[config.mk]
export PLATFORM = sky130hd
export DESIGN_NAME = uart0_tx_sched
export DESIGN_NICKNAME = d
export VERILOG_FILES = /design/src/rtl/uart0_tx_sched.sv
export SDC_FILE = /design/constraint.sdc
export NUM_CORES = 1
export LEC_CHECK = 0
export ABC_CLOCK_PERIOD_IN_PS = 2500
export CORE_ASPECT_RATIO = 2
export CORE_MARGIN = 3
export CORE_UTILIZATION = 49
export DETAILED_ROUTE_END_ITERATION = 16
export PLACE_DENSITY = 0.78
export SKIP_CTS_REPAIR_TIMING = 1
export SYNTH_ARGS = -nofsm -noshare
export SYNTH_HDL_FRONTEND = slang
export SYNTH_SLANG_ARGS = --single-unit
[constraint.sdc]
create_clock -name CLK -period 2.5 [get_ports CLK]
set_clock_uncertainty 0.05 [all_clocks]
set_input_delay 0.375 -clock CLK [delete_from_list [all_inputs] [get_ports CLK]]
set_output_delay 0.375 -clock CLK [all_outputs]
set_load 0.02 [all_outputs]
[src/rtl/uart0_tx_sched.sv]
// uart0_tx_sched
// Shares the UART0 transmitter between the CPU bus and the debug/loader
// byte stream. CPU bytes are buffered in a small FIFO; a round-robin
// arbiter picks the next source whenever the transmitter is idle, then a
// small FSM issues a one-cycle start pulse and tracks the core's busy flag.
//
// Ports:
//   CLK, RESET        system clock, asynchronous active-high reset
//   BUS_SEL/WR/RD     register window select and strobes
//   BUS_OFS           0 = DATA register, 1 = STATUS register
//   BUS_DI            byte to transmit (DATA writes)
//   BUS_DO            registered read data (latency 1)
//   DBG_VALID/DATA    debug byte offered
//   DBG_READY         debug byte accepted this cycle (with DBG_VALID)
//   TX_START          one-cycle start pulse to the TX core
//   TX_DATA           byte for the TX core, stable for the whole frame
//   TX_BUSY           TX core shifting
module uart0_tx_sched #(
  parameter int DEPTH = 4,
  parameter int PTR_W = 2
) (
  input  logic        CLK,
  input  logic        RESET,
  input  logic        BUS_SEL,
  input  logic        BUS_WR,
  input  logic        BUS_RD,
  input  logic        BUS_OFS,
  input  logic [7:0]  BUS_DI,
  output logic [31:0] BUS_DO,
  input  logic        DBG_VALID,
  input  logic [7:0]  DBG_DATA,
  output logic        DBG_READY,
  output logic        TX_START,
  output logic [7:0]  TX_DATA,
  input  logic        TX_BUSY
);

  typedef enum logic [1:0] {
    ST_IDLE      = 2'd0,
    ST_START     = 2'd1,
    ST_WAIT_BUSY = 2'd2,
    ST_WAIT_DONE = 2'd3
  } state_t;

  localparam logic [PTR_W:0]   L_DEPTH   = (PTR_W+1)'(DEPTH);
  localparam logic [PTR_W:0]   L_CNT_ONE = (PTR_W+1)'(1);
  localparam logic [PTR_W:0]   L_CNT_ZERO = (PTR_W+1)'(0);
  localparam logic [PTR_W-1:0] L_PTR_ONE = PTR_W'(1);
  localparam logic [PTR_W-1:0] L_PTR_ZERO = PTR_W'(0);

  state_t           r_state;
  state_t           w_state_nxt;
  logic [7:0]       r_mem [DEPTH];
  logic [PTR_W-1:0] r_wr_ptr;
  logic [PTR_W-1:0] r_rd_ptr;
  logic [PTR_W:0]   r_count;
  logic             r_rr_dbg_next;  // 1: debug wins the next tie
  logic             r_last_dbg;     // source of the byte currently in flight
  logic [7:0]       r_tx_data;
  logic [31:0]      r_bus_do;
  logic             r_ovf;

  logic        w_fifo_ne;
  logic        w_full;
  logic        w_grant;
  logic        w_sel_dbg;
  logic        w_pop;
  logic        w_push_req;
  logic        w_push;
  logic        w_ovf_set;
  logic        w_stat_rd;
  logic        w_done;
  logic        w_dbgact;
  logic [31:0] w_status;
  logic        w_dbg_ready;
  logic        w_tx_start;

  // Arbitration, FIFO handshakes and status word
  always_comb begin
    w_fifo_ne  = (r_count != L_CNT_ZERO);
    w_full     = (r_count == L_DEPTH);
    w_grant    = (r_state == ST_IDLE) & (w_fifo_ne | DBG_VALID);
    // Debug wins when it is the only requester or when it is its turn.
    w_sel_dbg  = DBG_VALID & (~w_fifo_ne | r_rr_dbg_next);
    w_pop      = w_grant & ~w_sel_dbg;
    w_push_req = BUS_SEL & BUS_WR & ~BUS_OFS;
    // A pop in the same cycle frees a slot, so a full FIFO still accepts.
    w_push     = w_push_req & (~w_full | w_pop);
    w_ovf_set  = w_push_req & w_full & ~w_pop;
    w_stat_rd  = BUS_SEL & BUS_RD & BUS_OFS;
    w_done     = ~w_fifo_ne & (r_state == ST_IDLE) & ~DBG_VALID;
    w_dbgact   = (r_state != ST_IDLE) & r_last_dbg;
    w_status   = {27'd0, r_ovf, w_dbgact, w_full, w_done, 1'b0};
  end

  // FSM state register
  always_ff @(posedge CLK or posedge RESET) begin
    if (RESET) begin
      r_state <= ST_IDLE;
    end else begin
      r_state <= w_state_nxt;
    end
  end

  // FSM next-state logic
  always_comb begin
    w_state_nxt = r_state;
    case (r_state)
      ST_IDLE:      if (w_grant) w_state_nxt = ST_START; else w_state_nxt = ST_IDLE;
      ST_START:     w_state_nxt = ST_WAIT_BUSY;
      // Busy already high on entry advances immediately.
      ST_WAIT_BUSY: if (TX_BUSY) w_state_nxt = ST_WAIT_DONE; else w_state_nxt = ST_WAIT_BUSY;
      ST_WAIT_DONE: if (!TX_BUSY) w_state_nxt = ST_IDLE; else w_state_nxt = ST_WAIT_DONE;
      default:      w_state_nxt = ST_IDLE;
    endcase
  end

  // FSM outputs: start pulse decoded from the state register, ready from the grant
  always_comb begin
    w_tx_start  = 1'b0;
    w_dbg_ready = 1'b0;
    case (r_state)
      ST_IDLE:  w_dbg_ready = w_grant & w_sel_dbg;
      ST_START: w_tx_start  = 1'b1;
      default: begin
        w_tx_start  = 1'b0;
        w_dbg_ready = 1'b0;
      end
    endcase
  end

  // FIFO storage (no reset needed: validity is tracked by the count)
  always_ff @(posedge CLK) begin
    if (w_push) begin
      r_mem[r_wr_ptr] <= BUS_DI;
    end else begin
      r_mem[r_wr_ptr] <= r_mem[r_wr_ptr];
    end
  end

  // FIFO pointers and occupancy count
  always_ff @(posedge CLK or posedge RESET) begin
    if (RESET) begin
      r_wr_ptr <= L_PTR_ZERO;
      r_rd_ptr <= L_PTR_ZERO;
      r_count  <= L_CNT_ZERO;
    end else begin
      if (w_push) r_wr_ptr <= r_wr_ptr + L_PTR_ONE;
      if (w_pop)  r_rd_ptr <= r_rd_ptr + L_PTR_ONE;
      case ({w_push, w_pop})
        2'b10:   r_count <= r_count + L_CNT_ONE;
        2'b01:   r_count <= r_count - L_CNT_ONE;
        default: r_count <= r_count;
      endcase
    end
  end

  // Grant bookkeeping and the byte handed to the TX core
  always_ff @(posedge CLK or posedge RESET) begin
    if (RESET) begin
      r_rr_dbg_next <= 1'b1;
      r_last_dbg    <= 1'b0;
      r_tx_data     <= 8'h00;
    end else if (w_grant) begin
      r_rr_dbg_next <= ~w_sel_dbg;
      r_last_dbg    <= w_sel_dbg;
      r_tx_data     <= w_sel_dbg ? DBG_DATA : r_mem[r_rd_ptr];
    end
  end

  // Bus read data and sticky overflow flag
  always_ff @(posedge CLK or posedge RESET) begin
    if (RESET) begin
      r_bus_do <= 32'd0;
      r_ovf    <= 1'b0;
    end else begin
      if (BUS_SEL & BUS_RD) begin
        r_bus_do <= BUS_OFS ? w_status : 32'd0;
      end
      // A new overflow beats the clear-on-read.
      if (w_ovf_set) begin
        r_ovf <= 1'b1;
      end else if (w_stat_rd) begin
        r_ovf <= 1'b0;
      end
    end
  end

  assign BUS_DO    = r_bus_do;
  assign TX_DATA   = r_tx_data;
  assign TX_START  = w_tx_start;
  assign DBG_READY = w_dbg_ready;

endmodule

==> results of run 1 <==
==> cells by family (layout without fill, tap and decap cells) <==
family | Yosys count | in the layout
and+or+nand+nor | 41 | 41
xor gates and xnor gates | 6 | 6
buffers and inverters | 51 | 71
muxes | 10 | 10
DFF | 56 | 56
adders and majority gates | 6 | 6
AOI/OAI and AO/OA | 28 | 28
other | 1 | 28
==> final cells by class <==
cell class | count | area, sq um | share of cell area [%]
Clock buffer | 5 | 68.8 | 2.24
Inverter | 17 | 63.8 | 2.07
Clock inverter | 3 | 26.3 | 0.854
Tap cell | 58 | 72.6 | 2.36
Sequential cell | 56 | 1560 | 50.8
Multi-Input combinational cell | 119 | 845 | 27.5
Timing Repair Buffer | 46 | 438 | 14.2
==> layout by cell type, fill, tap and decap left out, types with 2 or more instances in the layout <==
cell,Yosys,layout
clkdlybuf4s50_1,0,37
edfxtp_1,32,32
conb_1,1,28
dfrtp_1,23,23
inv_1,17,17
o21ai_0,14,14
nand2_1,13,13
nand3_1,12,12
buf_4,28,9
o211ai_1,8,8
mux4_2,7,7
nor2_1,5,5
ha_1,5,5
clkbuf_8,0,5
xnor2_1,4,4
and2_2,4,4
nor3_1,2,2
xor2_1,2,2
clkinv_4,0,2
==> through the flow <==
step                setup TNS (ns)  util, %
finish                           0     59.9
CTS                              0     59.9
floorplan                        0        -
detailed placement         -0.0381     58.0
global route                     0     59.9
global placement                 0     58.0
==> synth_stat cells, types with 2 or more instances <==
library cell | number | area, sq um
clkbuf_2 | 2 | 10.0
dfrtp_1 | 23 | 576
buf_6 | 2 | 22.5
o21ai_0 | 14 | 70.1
nor2_1 | 5 | 18.8
inv_1 | 17 | 63.8
xor2_1 | 2 | 17.5
nand3_1 | 12 | 60.1
nor3_1 | 2 | 10.0
buf_2 | 2 | 10.0
mux4_2 | 7 | 158
nand2_1 | 13 | 48.8
xnor2_1 | 4 | 35.0
o211ai_1 | 8 | 60.1
ha_1 | 5 | 62.6
and2_2 | 4 | 30.0
edfxtp_1 | 32 | 961
buf_4 | 28 | 210
==> power by group <==
| part | leakage (nW) | internal [mW] | switching, mW |
|---|---|---|---|
| clock network | 0.0487 | 0.205 | 0.302 |
| logic | 0.607 | 0.517 | 0.494 |
| registers | 0.586 | 1.18 | 0.217 |
==> worst max-delay path: stages (launching register included) <==
cell and delay (ns):
dfrtp_1 0.48, nor3_1 0.35, o211ai_2 0.12, inv_1 0.08, clkdlybuf4s50_1 0.60
==> registers in the layout, summed over array words and instances (netlist names) <==
signal / cells
BUS_DO: 4
TX_DATA: 8
r_count: 3
r_last_dbg: 1
r_mem: 32
r_ovf: 1
r_rd_ptr: 2
r_rr_dbg_next: 1
r_state: 2
r_wr_ptr: 2
==> final timing paths <==
| check | startpoint | endpoint | cells past startpoint |
|---|---|---|---|
| max | r_count[2]$_DFFE_PP0P_ | DBG_READY | 4 |
| min | RESET | TX_DATA[4]$_DFFE_PP0N_ | 3 |
| max reg2reg | r_state[1]$_DFF_PP0_ | r_count[2]$_DFFE_PP0P_ | 9 |
| min reg2reg | BUS_DO[4]$_DFFE_PP0P_ | BUS_DO[4]$_DFFE_PP0P_ | 2 |
| max in group asynchronous | RESET | r_rr_dbg_next$_DFFE_PP1N_ | 3 |
| min in group CLK | BUS_DO[4]$_DFFE_PP0P_ | BUS_DO[4]$_DFFE_PP0P_ | 2 |
==> per-layer routing <==
metal	routed length (um)	global-route usage, %
met1	1640	17.3
met2	2450	27.3
met3	252	2.59
met4	74	5.80
met5	0	0
==> results_dict.tcl, run 1 <==
set metrics [dict create \
    placed_cell_area_sq_um 2980 \
    synth_ff_type "edfxtp_1" \
    period_share_pct 94.4 \
    routed_via_density 5.11 \
    ys_ff_latch 56 \
    numCtsBuffers 5 \
    initial_core_util_pct 51.0 \
    place_hpwl_um 3410 \
    p_total_mw 2.91 \
    grt_pass1_vias 1502 \
    io_pins 66 \
    layout.nets 275 \
    cp_max_fo 6 \
    yosys.area_share.simple_pct 7.63 \
    fin_area_sq_um 3080 \
    worstPathRequired_ns 2.08 \
    synth_top_family_by_area "buffers and inverters" \
    dp_cells 296 \
    setup_slack_ns 0.139 \
    die_w_um 57.7 \
    relSlewSlack_pct 61.9 \
    cp-start-kind "flop" \
    gr-total-overflow 0 \
    fin_crit_ns 2.36 \
    post-place-ws_ns -0.0381 \
    cts_buffer_depth 2 \
    wirelength_um 4420 \
    clk_pin_slew_ns 0.10 \
    syn_to_final_growth_pct 17.3 \
    root_buffer "clkbuf_8" \
    rows 37 \
    status "complete, no violations" \
    finalHoldViolCount 0 \
    antenna_found_initial 0 \
    drcViolationCount 0 \
    hold_path.class "input port to asynchronous set/reset pin" \
    path_class "flop to primary output" \
    synthMuxAreaShare_pct 7.97 \
    synth_fa_ha_area_share_pct 3.15 \
    final_max_slew_viol_count 0 \
    end_kind "primary output" \
    insertion_delay_ns 0.30 \
    die_h_um 109 \
    grt_usage_pct 15.1 \
    r2r_slack_ns 0.40 \
    leakagePower_nw 1.24 \
    wl_per_cell_um 14.5 \
    core_sq_um 5140 \
    netlist_instances 199 \
    max_freq_ghz 0.424 \
    holdWs_ns 0.347 \
    grt_max_degree 25 \
    synth_compound_area_share_pct 7.44 \
    diodes 0 \
    maxCapViolCount 0 \
    drive_above_1_share_pct 13.0 \
    drt_pre_antenna_iters 4 \
    port_buffers 37 \
    syn_area_sq_um 2620 \
    ys_async_sr_fraction_pct 42.9 \
    ir_drop_uv 714 \
    cts_tree "yes" \
    via_count 1552 \
    cts_sinks 56 \
    die_area_sq_um 6320 \
    drtIter0Drc 45 \
    synth.distinct_cells 35 \
    ys_seq_area_share_pct 59.6 \
    cts.htree.levels 2 \
    grt_pass1_wl_um 7260 \
    globalplace.congestion 0.723 \
    synth_xor_area_share_pct 2.00 \
    rsz0062_at_grt "false" \
    antenna_left 0 \
    p_per_area_nw_per_um2 947 \
    num-fill-cells 436 \
    final_cells 304 \
    yosysWarningCount 0 \
    setup_viol 0 \
    worstPathArrival_ns 1.94 \
    worst_pin_slew_ns 0.572 \
    synth_edf_count 32 \
    avgSynthCellArea_sq_um 13.2 \
]
Power figures use the tool's default switching activity.
==> run 2, diff against run 1 <==
--- a/config.mk
+++ b/config.mk
@@ -8,9 +8,9 @@
 export ABC_CLOCK_PERIOD_IN_PS = 2500
 export CORE_ASPECT_RATIO = 2
 export CORE_MARGIN = 3
-export CORE_UTILIZATION = 49
+export CORE_UTILIZATION = 45
 export DETAILED_ROUTE_END_ITERATION = 16
-export PLACE_DENSITY = 0.78
+export PLACE_DENSITY = 0.74
 export SKIP_CTS_REPAIR_TIMING = 1
 export SYNTH_ARGS = -nofsm -noshare
 export SYNTH_HDL_FRONTEND = slang
==> run 2 against run 1 <==
Critical path type unchanged. Wire length rose by 2.0%. Sequential power hardly changed. Non-clock buffer count increased by 1. Core utilization is 2.7 points lower.
==> results_dict.tcl, run 2 (synthesized netlist as in run 1, its figures left out) <==
set metrics [dict create \
    status "complete, no violations" \
    cp-start-kind "flop" \
    holdWs_ns 0.359 \
    wl_per_cell_um 14.7 \
    r2r_slack_ns 0.43 \
    insertion_delay_ns 0.31 \
    crit_family "buffers and inverters" \
    maxCapViolCount 0 \
    antenna_left 0 \
    setup_viol 0 \
    grt_max_degree 25 \
    p_total_mw 3.20 \
    leakagePower_nw 1.28 \
    antenna_found_initial 0 \
    tns_ns 0 \
    r2r_cells 9 \
    rows 38 \
    via_count 1566 \
    core_sq_um 5520 \
    root_buffer "clkbuf_8" \
    worst_pin_slew_ns 0.562 \
    cts_buffer_depth 2 \
    final_max_slew_viol_count 0 \
    fin_crit_ns 2.34 \
    relSlewSlack_pct 62.5 \
    cp_num_buf_inv 2 \
    routed_via_density 5.10 \
    cp-startpoint "r_state[1]$_DFF_PP0_" \
    cp_max_fo 7 \
    diodes 0 \
    gr-total-overflow 0 \
    die_area_sq_um 6840 \
    grt_usage_pct 14.5 \
    crit_chain "nor2_1, o211ai_2, inv_1, clkdlybuf4s50_1" \
    largest_reg_flops 32 \
    cts_sinks 56 \
    worstPathRequired_ns 2.08 \
    drcViolationCount 0 \
    timing.critical_path.to "DBG_READY" \
    max_freq_ghz 0.428 \
    layout.nets 276 \
    hold_path.class "input port to asynchronous set/reset pin" \
    drt_pre_antenna_iters 4 \
    critical_path_depth 4 \
    layout_commonest_cell "clkdlybuf4s50_1" \
    grt_pass1_wl_um 7340 \
    finalHoldViolCount 0 \
    r2r-end "r_count[2]$_DFFE_PP0P_" \
    p_per_area_nw_per_um2 1010 \
    path_class "flop to primary output" \
    wirelength_um 4510 \
    final_cell_mix "clkdlybuf4s50_1, edfxtp_1, conb_1" \
    die_w_um 60.0 \
    dp_cells 299 \
    drtIter0Drc 63 \
    initial_core_util_pct 47.5 \
    die_h_um 114 \
    period_share_pct 93.4 \
    globalplace.congestion 0.736 \
    syn_to_final_growth_pct 20.3 \
    ir_drop_uv 619 \
    cts.htree.levels 2 \
    timing.rr.start "r_state[1]$_DFF_PP0_" \
    cp_slowest_cell "clkdlybuf4s50_1" \
    clk_pin_slew_ns 0.09 \
    end_kind "primary output" \
    drive_above_1_share_pct 13.8 \
    place_hpwl_um 3480 \
    final_cells 307 \
    numCtsBuffers 5 \
    cts_tree "yes" \
    io_pins 66 \
    rsz0062_at_grt "false" \
    fin_util_pct 57.2 \
    port_buffers 37 \
    grt_pass1_vias 1568 \
    regMostFlops "r_mem" \
    critPathMaxStageDelay_ns 0.60 \
    worstPathArrival_ns 1.91 \
]
run 2: per-layer routing:
| layer | GRT usage, % | vias up | share of wire [%] |
|---|---|---|---|
| met5 | 0 | - | 0 |
| met4 | 7.10 | 0 | 1.8 |
| met3 | 1.81 | 7 | 5.8 |
| met2 | 27.6 | 56 | 58 |
| met1 | 14.5 | 766 | 34 |
| li1 | - | 737 | - |
run 2: cell type report:
type | count | area, sq um
fillers | 450 | 2360
flip-flops and latches | 56 | 1560
multi-input cells | 119 | 850
repair buffers | 47 | 445
clock inverters | 3 | 90.1
well taps | 60 | 75.1
clock buffers | 5 | 68.8
inverters | 17 | 63.8
run 2: report_power, final:
| part | internal (mW) | switching (mW) |
|---|---|---|
| Clock | 0.500 | 0.281 |
| Combinational | 0.523 | 0.495 |
| Sequential | 1.18 | 0.216 |
run 2: stage by stage:
stage / cell area, sq um / setup slack [ns]
2_1_floorplan: 2720 / 0.389
3_3_place_gp: 2990 / 0.0952
3_5_place_dp: 2990 / 0.0211
4_1_cts: 3150 / 0.0836
5_1_grt: 3160 / 0.0434
6_report: 3160 / 0.164
run 2: worst min-delay path by stage:
stage	startpoint	to	slack (ns)	cells after the start
2_1_floorplan	RESET	BUS_DO[1]$_DFFE_PP0P_	0.34	1
3_3_place_gp	BUS_DO[1]$_DFFE_PP0P_	BUS_DO[1]$_DFFE_PP0P_	0.41	2
3_5_place_dp	r_ovf$_DFFE_PP0P_	r_ovf$_DFFE_PP0P_	0.42	2
4_1_cts	RESET	TX_DATA[3]$_DFFE_PP0N_	0.36	3
5_1_grt	RESET	TX_DATA[3]$_DFFE_PP0N_	0.39	3
6_report	RESET	TX_DATA[4]$_DFFE_PP0N_	0.36	3
run 2: worst reg2reg max path, delay by kind of cell (launching register included):
| kind | cells | cell delay (ns) |
|---|---|---|
| and+or+nand+nor | 2 | 0.23 |
| xor gates and xnor gates | 2 | 0.30 |
| buffers and inverters | 2 | 0.12 |
| DFF | 1 | 0.46 |
| adders and majority gates | 2 | 0.53 |
| AOI/OAI and AO/OA | 1 | 0.32 |
